**src/rtl/dcache_wbuf.sv**
```systemverilog
// Write buffer between the dCache memory port and the SRAM-like bus: queues write-backs,
// drains them in order and passes refill reads through. Define WBUF_FWD_EN for read forwarding.
module dcache_wbuf #(
   parameter int DEPTH  = 8,
   parameter int ADDR_W = 32,
   parameter int DATA_W = 32
) (
   input  logic              clk,
   input  logic              resetn,
   input  logic              c_req,
   input  logic              c_wen,
   input  logic [ADDR_W-1:0] c_addr,
   input  logic [DATA_W-1:0] c_wdata,
   output logic [DATA_W-1:0] c_rdata,
   output logic              c_addr_ok,
   output logic              c_data_ok,
   output logic              m_req,
   output logic              m_wen,
   output logic [ADDR_W-1:0] m_addr,
   output logic [DATA_W-1:0] m_wdata,
   input  logic [DATA_W-1:0] m_rdata,
   input  logic              m_addr_ok,
   input  logic              m_data_ok,
   output logic              wbuf_empty
);

   localparam int PTR_W = $clog2(DEPTH);
   localparam logic [PTR_W:0] DEPTH_CNT = (PTR_W+1)'(DEPTH);

   typedef enum logic [2:0] {IDLE, W_ADDR, W_DATA, R_ADDR, R_DATA} state_t;

   state_t            state, state_nxt;
   logic [ADDR_W-1:0] addr_mem [DEPTH];
   logic [DATA_W-1:0] data_mem [DEPTH];
   logic [PTR_W-1:0]  head, tail;
   logic [PTR_W:0]    count;
   logic              full, empty;
   logic              push, pop, rd_req, rd_ok, rd_done, wr_ack_q;
   logic              fwd_hit, fwd_ack_q;
   logic [DATA_W-1:0] fwd_data_q;

   assign full   = (count == DEPTH_CNT);
   assign empty  = (count == '0);
   assign push   = c_req & c_wen & ~full;
   assign rd_req = c_req & ~c_wen;

`ifdef WBUF_FWD_EN
   logic              fwd_match;
   logic [DATA_W-1:0] fwd_data;
   logic [PTR_W-1:0]  fwd_idx;

   // Scan oldest to youngest so the last match wins.
   always_comb begin
      fwd_match = 1'b0;
      fwd_data  = '0;
      fwd_idx   = '0;
      for (int k = 0; k < DEPTH; k++) begin
         fwd_idx = head + PTR_W'(k);
         if (((PTR_W+1)'(k) < count) &&
             (addr_mem[fwd_idx][ADDR_W-1:2] == c_addr[ADDR_W-1:2])) begin
            fwd_match = 1'b1;
            fwd_data  = data_mem[fwd_idx];
         end
      end
   end

   assign fwd_hit = rd_req & fwd_match & (state != R_ADDR) & (state != R_DATA);
   assign rd_ok   = rd_req & ~fwd_hit & (state == IDLE);

   always_ff @(posedge clk or negedge resetn) begin
      if (!resetn) begin
         fwd_ack_q  <= 1'b0;
         fwd_data_q <= '0;
      end else begin
         fwd_ack_q <= fwd_hit;
         if (fwd_hit) fwd_data_q <= fwd_data;
      end
   end
`else
   assign fwd_hit    = 1'b0;
   assign fwd_ack_q  = 1'b0;
   assign fwd_data_q = '0;
   assign rd_ok      = rd_req & empty & (state == IDLE);
`endif

   always_ff @(posedge clk or negedge resetn) begin
      if (!resetn) begin
         state    <= IDLE;
         head     <= '0;
         tail     <= '0;
         count    <= '0;
         wr_ack_q <= 1'b0;
      end else begin
         // NOTE: sequential state uses non-blocking assignments so every register samples pre-edge values.
         state    <= state_nxt;
         wr_ack_q <= push;
         if (push) tail <= tail + PTR_W'(1);
         if (pop)  head <= head + PTR_W'(1);
         if (push && !pop)      count <= count + 1'b1;
         else if (pop && !push) count <= count - 1'b1;
      end
   end

   // NOTE: the entry storage is deliberately not reset; head/tail/count decide which entries are live.
   always_ff @(posedge clk) begin
      if (push) begin
         addr_mem[tail] <= c_addr;
         data_mem[tail] <= c_wdata;
      end
   end

   always_comb begin
      // NOTE: every output gets a default first so no path through the case infers a latch.
      state_nxt = state;
      m_req     = 1'b0;
      m_wen     = 1'b0;
      m_addr    = '0;
      m_wdata   = '0;
      c_addr_ok = push | fwd_hit;
      pop       = 1'b0;
      rd_done   = 1'b0;
      case (state)
         IDLE: begin
            if (rd_ok)       state_nxt = R_ADDR;
            else if (!empty) state_nxt = W_ADDR;
         end
         W_ADDR: begin
            m_req   = 1'b1;
            m_wen   = 1'b1;
            m_addr  = addr_mem[head];
            m_wdata = data_mem[head];
            if (m_addr_ok) state_nxt = W_DATA;
         end
         W_DATA: begin
            if (m_data_ok) begin
               pop       = 1'b1;
               state_nxt = IDLE;
            end
         end
         R_ADDR: begin
            m_req     = 1'b1;
            m_addr    = c_addr;
            c_addr_ok = m_addr_ok;
            if (m_addr_ok) state_nxt = R_DATA;
         end
         R_DATA: begin
            if (m_data_ok) begin
               rd_done   = 1'b1;
               state_nxt = IDLE;
            end
         end
         default: state_nxt = IDLE;
      endcase
   end

   assign c_data_ok  = wr_ack_q | fwd_ack_q | rd_done;
   assign c_rdata    = rd_done ? m_rdata : (fwd_ack_q ? fwd_data_q : '0);
   assign wbuf_empty = empty & (state != W_ADDR) & (state != W_DATA);

endmodule
```
**config.mk**
```make
export PLATFORM = sky130hd
export DESIGN_NAME = dcache_wbuf
export DESIGN_NICKNAME = d
export VERILOG_FILES = /design/src/rtl/dcache_wbuf.sv
export SDC_FILE = /design/constraint.sdc
export NUM_CORES = 1
export LEC_CHECK = 0
export BUFFER_PORTS_ARGS = -buffer_cell sky130_fd_sc_hd__buf_2
export CORE_ASPECT_RATIO = 1.4
export CORE_MARGIN = 2
export CORE_UTILIZATION = 35
export DETAILED_ROUTE_END_ITERATION = 7
export SYNTH_ARGS = -nofsm -noshare
export SYNTH_HDL_FRONTEND = slang
export SYNTH_SLANG_ARGS = --single-unit
```
**constraint.sdc**
```tcl
create_clock -name clk -period 11.2 [get_ports clk]
set_clock_uncertainty 0.05 [all_clocks]
set_input_delay 0.56 -clock clk [delete_from_list [all_inputs] [get_ports clk]]
set_output_delay 0.56 -clock clk [all_outputs]
set_load 0.005 [all_outputs]
```
[Word-level counts from Yosys, hierarchy flattened]
Memories as Yosys holds them, arrays and structs flattened.
Cells that the tools add are included.
Storage, ports and cells
  register bits after elaboration: 14
  RAM bits: 512
  input bits: 102
  output and inout port bits: 101
  logic and storage cells: 61
  memories: 2
Operators by class
  add/sub/neg operators: 4
  eq/ne operators: 11
  mux-type cells: 19
  bitwise logic cells: 10
  reductions and logical operators: 10
Memories
  addr_mem: words 8, bits a word 32, read ports 1, clocked after Yosys merged registers in 0, wr ports 1, RTL line 33  | logic [ADDR_W-1:0] addr_mem [DEPTH];
  data_mem: words 8, bits a word 32, read ports 1, clocked after Yosys merged registers in 0, wr ports 1, RTL line 34  | logic [DATA_W-1:0] data_mem [DEPTH];
Operators with widths (number)
  32-bit 2-to-1 mux: 2
  32-bit one-hot mux with 2 select lines: 1
  3-bit 2-to-1 mux: 5
  3-bit one-hot mux with 4 select lines: 1
  1-bit 2-to-1 mux: 8
  4-bit 2-to-1 mux: 2
  1-bit AND: 7
  3-bit by 1-bit adder with 3-bit output (second input constant): 2
  3-bit by 2-bit equality test with 1-bit output (second input constant): 2
  4-bit by 1-bit adder with 4-bit output (second input constant): 1
  4-bit equality test (second input constant): 1
  4-bit zero test: 1
  2-bit inequality test (second input constant): 2
  4-bit AND reduction: 1
  2-bit OR reduction: 2
  4-bit by 1-bit subtractor with 4-bit output (second input constant): 1
  3-bit by 1-bit equality test with 1-bit output (second input constant): 1
  3-bit equality test (second input constant): 1
  3-bit zero test: 1
  3-bit by 1-bit inequality test with 1-bit output (second input constant): 1
  3-bit by 2-bit inequality test with 1-bit output (second input constant): 1
  3-bit inequality test (second input constant): 1
  1-bit logical AND: 2
  1-bit zero test: 2
  4 further kinds: 5

[Longest topological paths before layout]
Gate-level depths: netlist of the first run.
  depth after elaboration: 7
  mapped depth: 11
  mapped depth without buffers: 10

[Least setup slack after synthesis of the first run]
Ideal clock, no wire load.
  path type: input -> register
  start: in c_req
  end: mem addr_mem[4][0] (enable)
  setup time: 0.667 ns
  arrival time: 7.531 ns
  setup slack: 2.952 ns
  stages: 4
  path buffers: 1
  path through: nand2_1 a21o_1 clkbuf_1 nor4b_1
On the way
  longest elaborated chain between the ends: 4
Ends and longest elaborated chain
  from (decl): RTL line 10  | input logic c_req,
  1-bit AND (2 in series): RTL line 44  | assign push = c_req & c_wen & ~full;
  1-bit 2-to-1 mux: RTL line 106  | if (push) begin
  1-bit 2-to-1 mux (not written as such): RTL line 107  | addr_mem[tail] <= c_addr;
  to (decl): RTL line 33
Every way passes these cells.

[Worst setup path after layout of the first run]
  start: reg head[0]
  end: out m_addr[19]
On the way
  longest elaborated chain between the ends: 2
Ends and longest elaborated chain
  from (decl): RTL line 35  | logic [PTR_W-1:0] head, tail;
  from (signal assigned): RTL line 98  | if (pop) head <= head + PTR_W'(1);
  memory 8 x 32 bit
  32-bit one-hot mux with 2 select lines: RTL line 122  | case (state)
  to (decl): RTL line 19  | output logic [ADDR_W-1:0] m_addr,
Every way passes these cells.

==> metrics list, run 1 <==
- Number of CTS-inserted buffers: between 50 and 60
- Class of the most critical hold timing path: primary input to register
* Critical path's largest stage delay: between 900 and 1000 ps
* Area of the mapped netlist: 20900 um^2
- Yosys printed 0 warnings.
- Crit path buffers/inverters: 3
* Synth unique cells: 39
- Number of antenna violations at the first check in global routing: 7
- The clock net in this run drives a total of about 530 sinks.
- Total congestion overflow after global routing: 0
- Max-capacitance violation count: 0
- For this design, the slowest cell found on the critical path is buf_4.
* Async set-or-reset flop fraction in the synthesized netlist: 2.66%
- The congestion estimate from routability-driven global placement came to 0.821.
- Summed over all cells, the static leakage comes to 8.23 nW.
* Final wirelength: about 47000 um
- CP Depth: 6
- Fraction of the yosys area taken by sequential cells: 75.3%
* DRT iter0 DRCs: 680
- Count of input and output buffers: 202
* Initial cell density of the core: 35.5%
* Total vias in the final route: ~11000
- Clock network latency to the later pin of the worst-skew pair: 580 ps
- Once detail routing completed, the nets flagged for antenna violations numbered 0.
- In this run, synthesis inferred 512 flip-flops with an integrated enable.
- The worst register-to-register path has a setup slack of 7880 ps.
- Combined area of the multi-input logic cells: 4830 um^2
- STA classifies the critical path endpoint as a primary output.
- Traced cell by cell, the critical path runs through buf_4, buf_4, mux4_2, nor2_1, o31ai_1, buf_2.
- The final-report hold violation count is 0.
- The floorplan step set the die width to around 210 um.
* Register bit count reported by yosys: ~530
- Per-instance average area after synthesis: 19.9 um^2
- The cell that appears most often on the critical path is buf_4.
- CTS H-Tree Depth: 2
- Post-Syn Nets: approximately 1200
- Data on the critical path arrives at its endpoint at roughly 4000 ps.
- Vias per Instance: slightly above 5
- Power after layout: 5.72 mW
- Number of nets in the final layout: 1373
* Clock transition at path regs: about 60 ps
- STA classifies the critical path startpoint as a register.
- Worst Setup Slack, final: approximately 6600 ps
- Achievable frequency: around 220 MHz
- Final TNS setup: 0 ps
* Setup Buffers After CTS: 0
- Worst-margin pin slew: 1020 ps
* Worst setup path start: head[0]$_DFFE_PN0P_
- STA puts the critical path data required time at 10590 ps.
* Full die area: 61700 um^2
- Category of cells accounting for the largest share of critical-path delay: buffers and inverters
- The root buffer cell chosen for the clock tree is clkbuf_16.
* Final cycle utilization of the critical path: 40.8%
- Fin crit period: 4570 ps
- In the final layout, flip-flops and latches occupy 15700 um^2.
- Worst max-slew margin expressed relative to the limit: 31.7%
- Global router's overall resource usage: 15.2%
- Pin placement for this block handled 203 I/O pins.
- Final setup vio count: 0
* DRC viols: 0
* Post-DP HPWL: 26500 um
* Max Buffers Root-to-Sink: 3
- Filler cells: ~5300
* Pin count of the biggest net entering global routing: 64
- Crit Reg-Reg Endpoint: addr_mem[7][9]$_DFFE_PP_
- Clock tree from TritonCTS: yes
- By startpoint and endpoint, the worst setup path is classified as register to primary output.
- The critical path ends at m_addr[19].
- Synth Flop Type: edfxtp_1
* Power density over cell area: 235 nW/um^2
* Crit path max fanout: 63
* Fraction of final layout cells with drive strength greater than 1: 36.0%
* Source of the worst hold timing path: m_data_ok
- The first TritonRoute pass finished after 4 iterations.
- The number of global-route vias before repair was 11000.
- Dpl ws: 7050 ps
- The cell count after synthesis came out at 1048.
- Floorplan row count: 105
* Result of the run: finished clean
* IR drop worst, VDD: roughly 0.15 mV
* R2r worst-path depth: 6
* Core area: between 50000 and 60000 um^2
- The worst register-to-register path begins at count[0]$_DFFE_PN0P_.
- The floorplan step set the die height to 293 um.
* Post-DR wirelength/cell: 22.9 um
- The first global-routing pass estimated between 70000 and 80000 um of wire.
- Setup repair after global routing left no endpoint under its margin.
- From synthesis to final layout, the design area changed by 16.5%.
- Final number of max-transition violations: 0
-- through the flow --
stage               hold WS, ps  instances  cell area [um^2]  util [%]
global placement            432       1960             22700      38.6
finish                      156       2055             24300      41.3
CTS                         112       2053             24300      41.3
detailed placement          435       1960             22700      38.6
floorplan                   214       1048             20900         -
global route                131       2054             24300      41.3
-- state kept, by name, indices dropped and copies added (netlist names) --
register	flops
tail	3
state	3
wr_ack_q	1
addr_mem	256
count	4
head	3
data_mem	256
-- power breakdown --
group	internal (mW)	switching, mW	total [mW]
registers	2.33	0.157	2.49
clock network	0.961	0.709	1.67
logic	0.745	0.818	1.56
-- worst register-to-register path, stage by stage (launching register included) --
cell and delay, ps:
dfrtp_1 450, nor3_1 90, a21o_1 320, inv_1 240
nand2_1 230, nor2_4 790, buf_4 740
-- logic make-up (layout without fill, tap and decap cells) --
family	count (synthesis)	in the layout	share of synthesized area [%]
adder cells (fa/ha/maj)	6	6	0.395
multiplexers	195	195	15.5
buffers and inverters	67	323	1.85
AO/OA/AOI/OAI	77	77	2.52
XOR/XNOR	8	8	0.336
AND/OR/NAND/NOR	169	169	4.10
flip-flops	526	526	75.3
other	0	2	0
-- cells in the final DEF, fill, tap and decap left out, types with 3 or more instances in the layout --
cell	synthesis	final
mux2i_1	33	33
nor3_1	8	6
o22ai_1	32	32
bufinv_16	0	5
nand2_1	44	44
nor2b_1	25	25
mux4_2	96	96
xnor2_1	6	6
clkbuf_16	0	52
nand2b_1	4	3
buf_2	21	202
clkinv_1	0	16
o31ai_1	32	32
dfrtp_4	0	3
mux2_2	65	65
dfrtp_1	14	11
nor4b_2	1	3
a21oi_1	3	3
and2_1	33	32
clkinv_2	0	7
edfxtp_1	512	512
o21ai_0	4	4
inv_1	5	5
buf_4	11	23
ha_1	5	5
clkbuf_1	18	10
nor2_1	43	42
-- layer usage --
| metal | wire, um | part of all wire, % | vias up | track usage, % |
|---|---|---|---|---|
| li1 | - | - | 4664 | - |
| met1 | 18900 | 40 | 5511 | 18.9 |
| met2 | 24500 | 52 | 256 | 26.7 |
| met3 | 2520 | 5.4 | 76 | 3.24 |
| met4 | 1100 | 2.3 | 6 | 4.84 |
| met5 | 40 | 0.085 | - | 0 |
-- worst min-delay path by stage --
stage	to	slack, ps	cells past startpoint
floorplan	count[0]$_DFFE_PN0P_	210	0
global placement	state[2]$_DFFE_PN0P_	430	1
detailed placement	state[2]$_DFFE_PN0P_	430	1
CTS	state[2]$_DFFE_PN0P_	110	2
finish	state[2]$_DFFE_PN0P_	160	2
global route	state[2]$_DFFE_PN0P_	130	2
-- repair_timing --
item,CTS,global route
hold buffers,1,0
gates resized for setup,0,0
setup endpoints to repair,0,0
hold endpoints to repair,14,0
-- synthesized netlist by cell type, drive strengths merged, types with 6 or more instances --
master | count | area share [%]
nor2 | 43 | 0.77
and2 | 33 | 0.99
xnor2 | 6 | 0.25
buf | 44 | 1.4
mux4 | 96 | 10
edfxtp | 512 | 74
o31ai | 32 | 1.2
nor3 | 8 | 0.19
clkbuf | 18 | 0.32
nand2 | 44 | 0.79
mux2 | 66 | 3.6
dfrtp | 14 | 1.7
mux2i | 33 | 1.6
o22ai | 32 | 0.96
nor2b | 25 | 0.75
-- area by class of cell --
cell class | instances | area share [%]
Antenna cell | 2 | 0.0206
Inverter | 5 | 0.0771
Sequential cell | 526 | 64.7
Clock buffer | 62 | 5.50
Multi-Input combinational cell | 455 | 19.8
Clock inverter | 30 | 1.11
Timing Repair Buffer | 226 | 4.91
Tap cell | 749 | 3.85
Power figures use the tool's default switching activity.
==> run 2, diff against run 1 <==
clock period = 3.7 ns   (was 11.2 ns; I/O delays follow)
==> metrics list, run 2 (synthesized netlist as in run 1, its figures left out) <==
- The minimum setup slack among reg-to-reg paths was 760 ps (-7120 ps).
- Number of nets in the final layout: 1446 (+5.3%)
* Total placed instance area: 22900 um^2 (+0.99%)
- In this run the most used layer during global routing was met2.
- Post-DP HPWL: 26700 um (+0.57%)
* Startpoint type of the worst setup path: register
* Class of the most critical hold timing path: primary input to register
- The post-route cell area was 25200 um^2 (+3.5%).
- Startpoint-to-endpoint class of the critical path: register to primary output
- The max-capacitance violation count came to 0 (unchanged).
- DRT Pass-1 Iters: 4 (unchanged)
- The met1 routing resource usage after global routing is 18.8% (-0.13 points).
* Number of antenna violations at the first check in global routing: 4 (-3)
- Crit path arrival time: 2960 ps (-1000 ps)
- The detailed-route wire length is 47500 um (+1.1%).
* Vias per Instance: 4.98 (-2.6%)
- Setup repair after global routing left no endpoint under its margin.
* Dpl ws: 761 ps (-6290 ps)
- Leaving out fill and tap cells, the most frequent cell in the layout is edfxtp_1.
- Worst Setup Slack, final: 508 ps (-6130 ps)
* Chip Width: 210 um (unchanged)
- STA classifies the critical path endpoint as a primary output.
* Total vias in the final route: 10600 (+1.1%)
- The largest fanout of any net on the critical path is 62 (-1.6%).
* Floorplan row count: 105 (unchanged)
* Worst reg2reg startpoint: count[0]$_DFFE_PN0P_
- The maximum level of the CTS H-tree is 2 (unchanged).
* Source of the worst hold timing path: c_wen
* Final hold vios: 0 (unchanged)
- Met3 routing resource usage after global routing: 2.68% (-0.56 points)
* Number of clock sinks: 526 (unchanged)
- The total setup violations reported at the end of the flow came to 0 (unchanged).
- Achievable frequency: between 300 and 400 MHz
* Number of CTS-inserted buffers: 52 (+2.0%)
* Req. time, crit path: 3460 ps (-7130 ps)
- The number of global-route vias before repair is 11500 (+4.8%).
- Pin count of the biggest net entering global routing: 65 (+1.6%)
- DRT iter0 DRCs: 512 (-25%)
- Fraction of final layout cells with drive strength greater than 1: 34.4% (-1.6 points)
- Finished Core Util: 42.8% (+1.4 points)
* Boundary pin count: 203 (unchanged)
- Initial cell density of the core: 35.5% (unchanged)
- Standby leakage power: 8.56 nW (+4.0%)
- CTS Root Buffer Type: clkbuf_16
- Wire length of the first global-routing pass: 71800 um (+2.5%)
- DRC viols: 0 (unchanged)
- Final number of max-transition violations: 0 (unchanged)
* Full die area: 61700 um^2 (unchanged)
- R2r worst-path depth: 9 (+3)
- Overall die height: 293 um (unchanged)
* Result of the run: finished clean
* Clock transition at path regs: 60 ps (about the same)
- The worst-skew pair later-pin latency is 590 ps (about the same).
* Fin crit period: 3190 ps
* Power density over cell area: 689 nW/um^2 (+190%)
* IR drop worst, VDD: 0.428 mV (+190%)
* Worst-margin pin slew: 812 ps (-212 ps)
* Global router's overall resource usage: 15.6% (+0.33 points)
* Met2 usage in global routing: 28.6% (+1.9 points)
- Largest registers: addr_mem x256, data_mem x256, count x4
- Post-DR wirelength/cell: 22.3 um (-2.6%)
- Crit Reg-Reg Endpoint: count[3]$_DFFE_PN0P_
* Core area: 58900 um^2 (unchanged)
- Final cycle utilization of the critical path: between 80% and 90%
- Count of instances resized after the clock tree is built: 0 (unchanged)
- The path with the worst hold slack has its endpoint at state[1]$_DFFE_PN0P_.
* Commonest cells after routing, fill and taps aside: edfxtp_1, buf_2, mux4_2
- The final antenna-violating net count is 0 (unchanged).
- TritonCTS built the clock tree.
- Worst max-slew margin expressed relative to the limit: 45.9% (+14 points)
- The total global routing overflow came to 0 (unchanged).
- Count of input and output buffers: 202 (unchanged)
- The last weighted congestion value of the routability-driven placer was 0.729 (-11%).
- The area growth from synthesis to layout is 20.5%.
* Max Buffers Root-to-Sink: 3 (unchanged)
* Count of cells along the worst hold path: 5 (+3)
run 2: changes by cell type in the layout (fill, tap and decap cells not counted), sizes merged:
cell,change
dlygate4sd3,+69
clkinvlp,+3
inv,-1
buf,+3
clkbuf,+3
bufinv,-5
clkinv,+6
run 2: worst max path at each step:
stage                    startpoint                       end  slack [ps]  depth (start not counted)
2_1_floorplan  count[0]$_DFFE_PN0P_  addr_mem[1][0]$_DFFE_PP_       -1260                          4
3_3_place_gp   count[1]$_DFFE_PN0P_      count[3]$_DFFE_PN0P_         740                          9
3_5_place_dp   count[0]$_DFFE_PN0P_      count[3]$_DFFE_PN0P_         760                          9
4_1_cts         head[1]$_DFFE_PN0P_                m_addr[28]         380                          6
5_1_grt         head[1]$_DFFE_PN0P_                m_addr[28]         330                          6
6_report        head[1]$_DFFE_PN0P_                m_addr[28]         510                          6
run 2: layer usage:
metal	routed length (um)	share of wire, %
met1	19400	41
met2	25200	53
met3	1820	3.8
met4	1000	2.1
met5	24	0.050
run 2: layout make-up:
cell class	instances	area, um^2
tap	749	937
antenna	2	5.00
fill	5231	33700
multi-input combinational	455	4880
clock inverter	33	190
sequential	526	15700
timing repair buffer	298	2060
clock buffer	65	1350
inverter	5	18.8
run 2: stage by stage:
stage          power, mW  hold WS, ps  TNS (ps)  std cells
2_1_floorplan       11.0         -161   -251050       1048
3_3_place_gp        12.7         71.6         0       1963
3_5_place_dp        12.8         70.5         0       1963
4_1_cts             17.7         65.0         0       2131
5_1_grt             18.3          119         0       2133
6_report            17.3          102         0       2133
run 2: worst max-delay path, stage by stage (launching register included):
cell and delay (ps):
dfrtp_4 880, buf_12 430, mux4_2 270, nor2b_1 40, nor3_1 450, a41o_1 150
buf_2 110
run 2: timing repair:
action / 4_1_cts / 5_1_grt
hold endpoints to repair: 529 / 0
hold buffers: 70 / 0
buffers inserted: 0 / 0
run 2: power breakdown:
part           internal [mW]  leakage, nW  switching [mW]
registers               7.05         4.79           0.452
logic                   2.43         3.02            2.62
clock network           2.60        0.746            2.19
total                   12.1         8.56            5.27
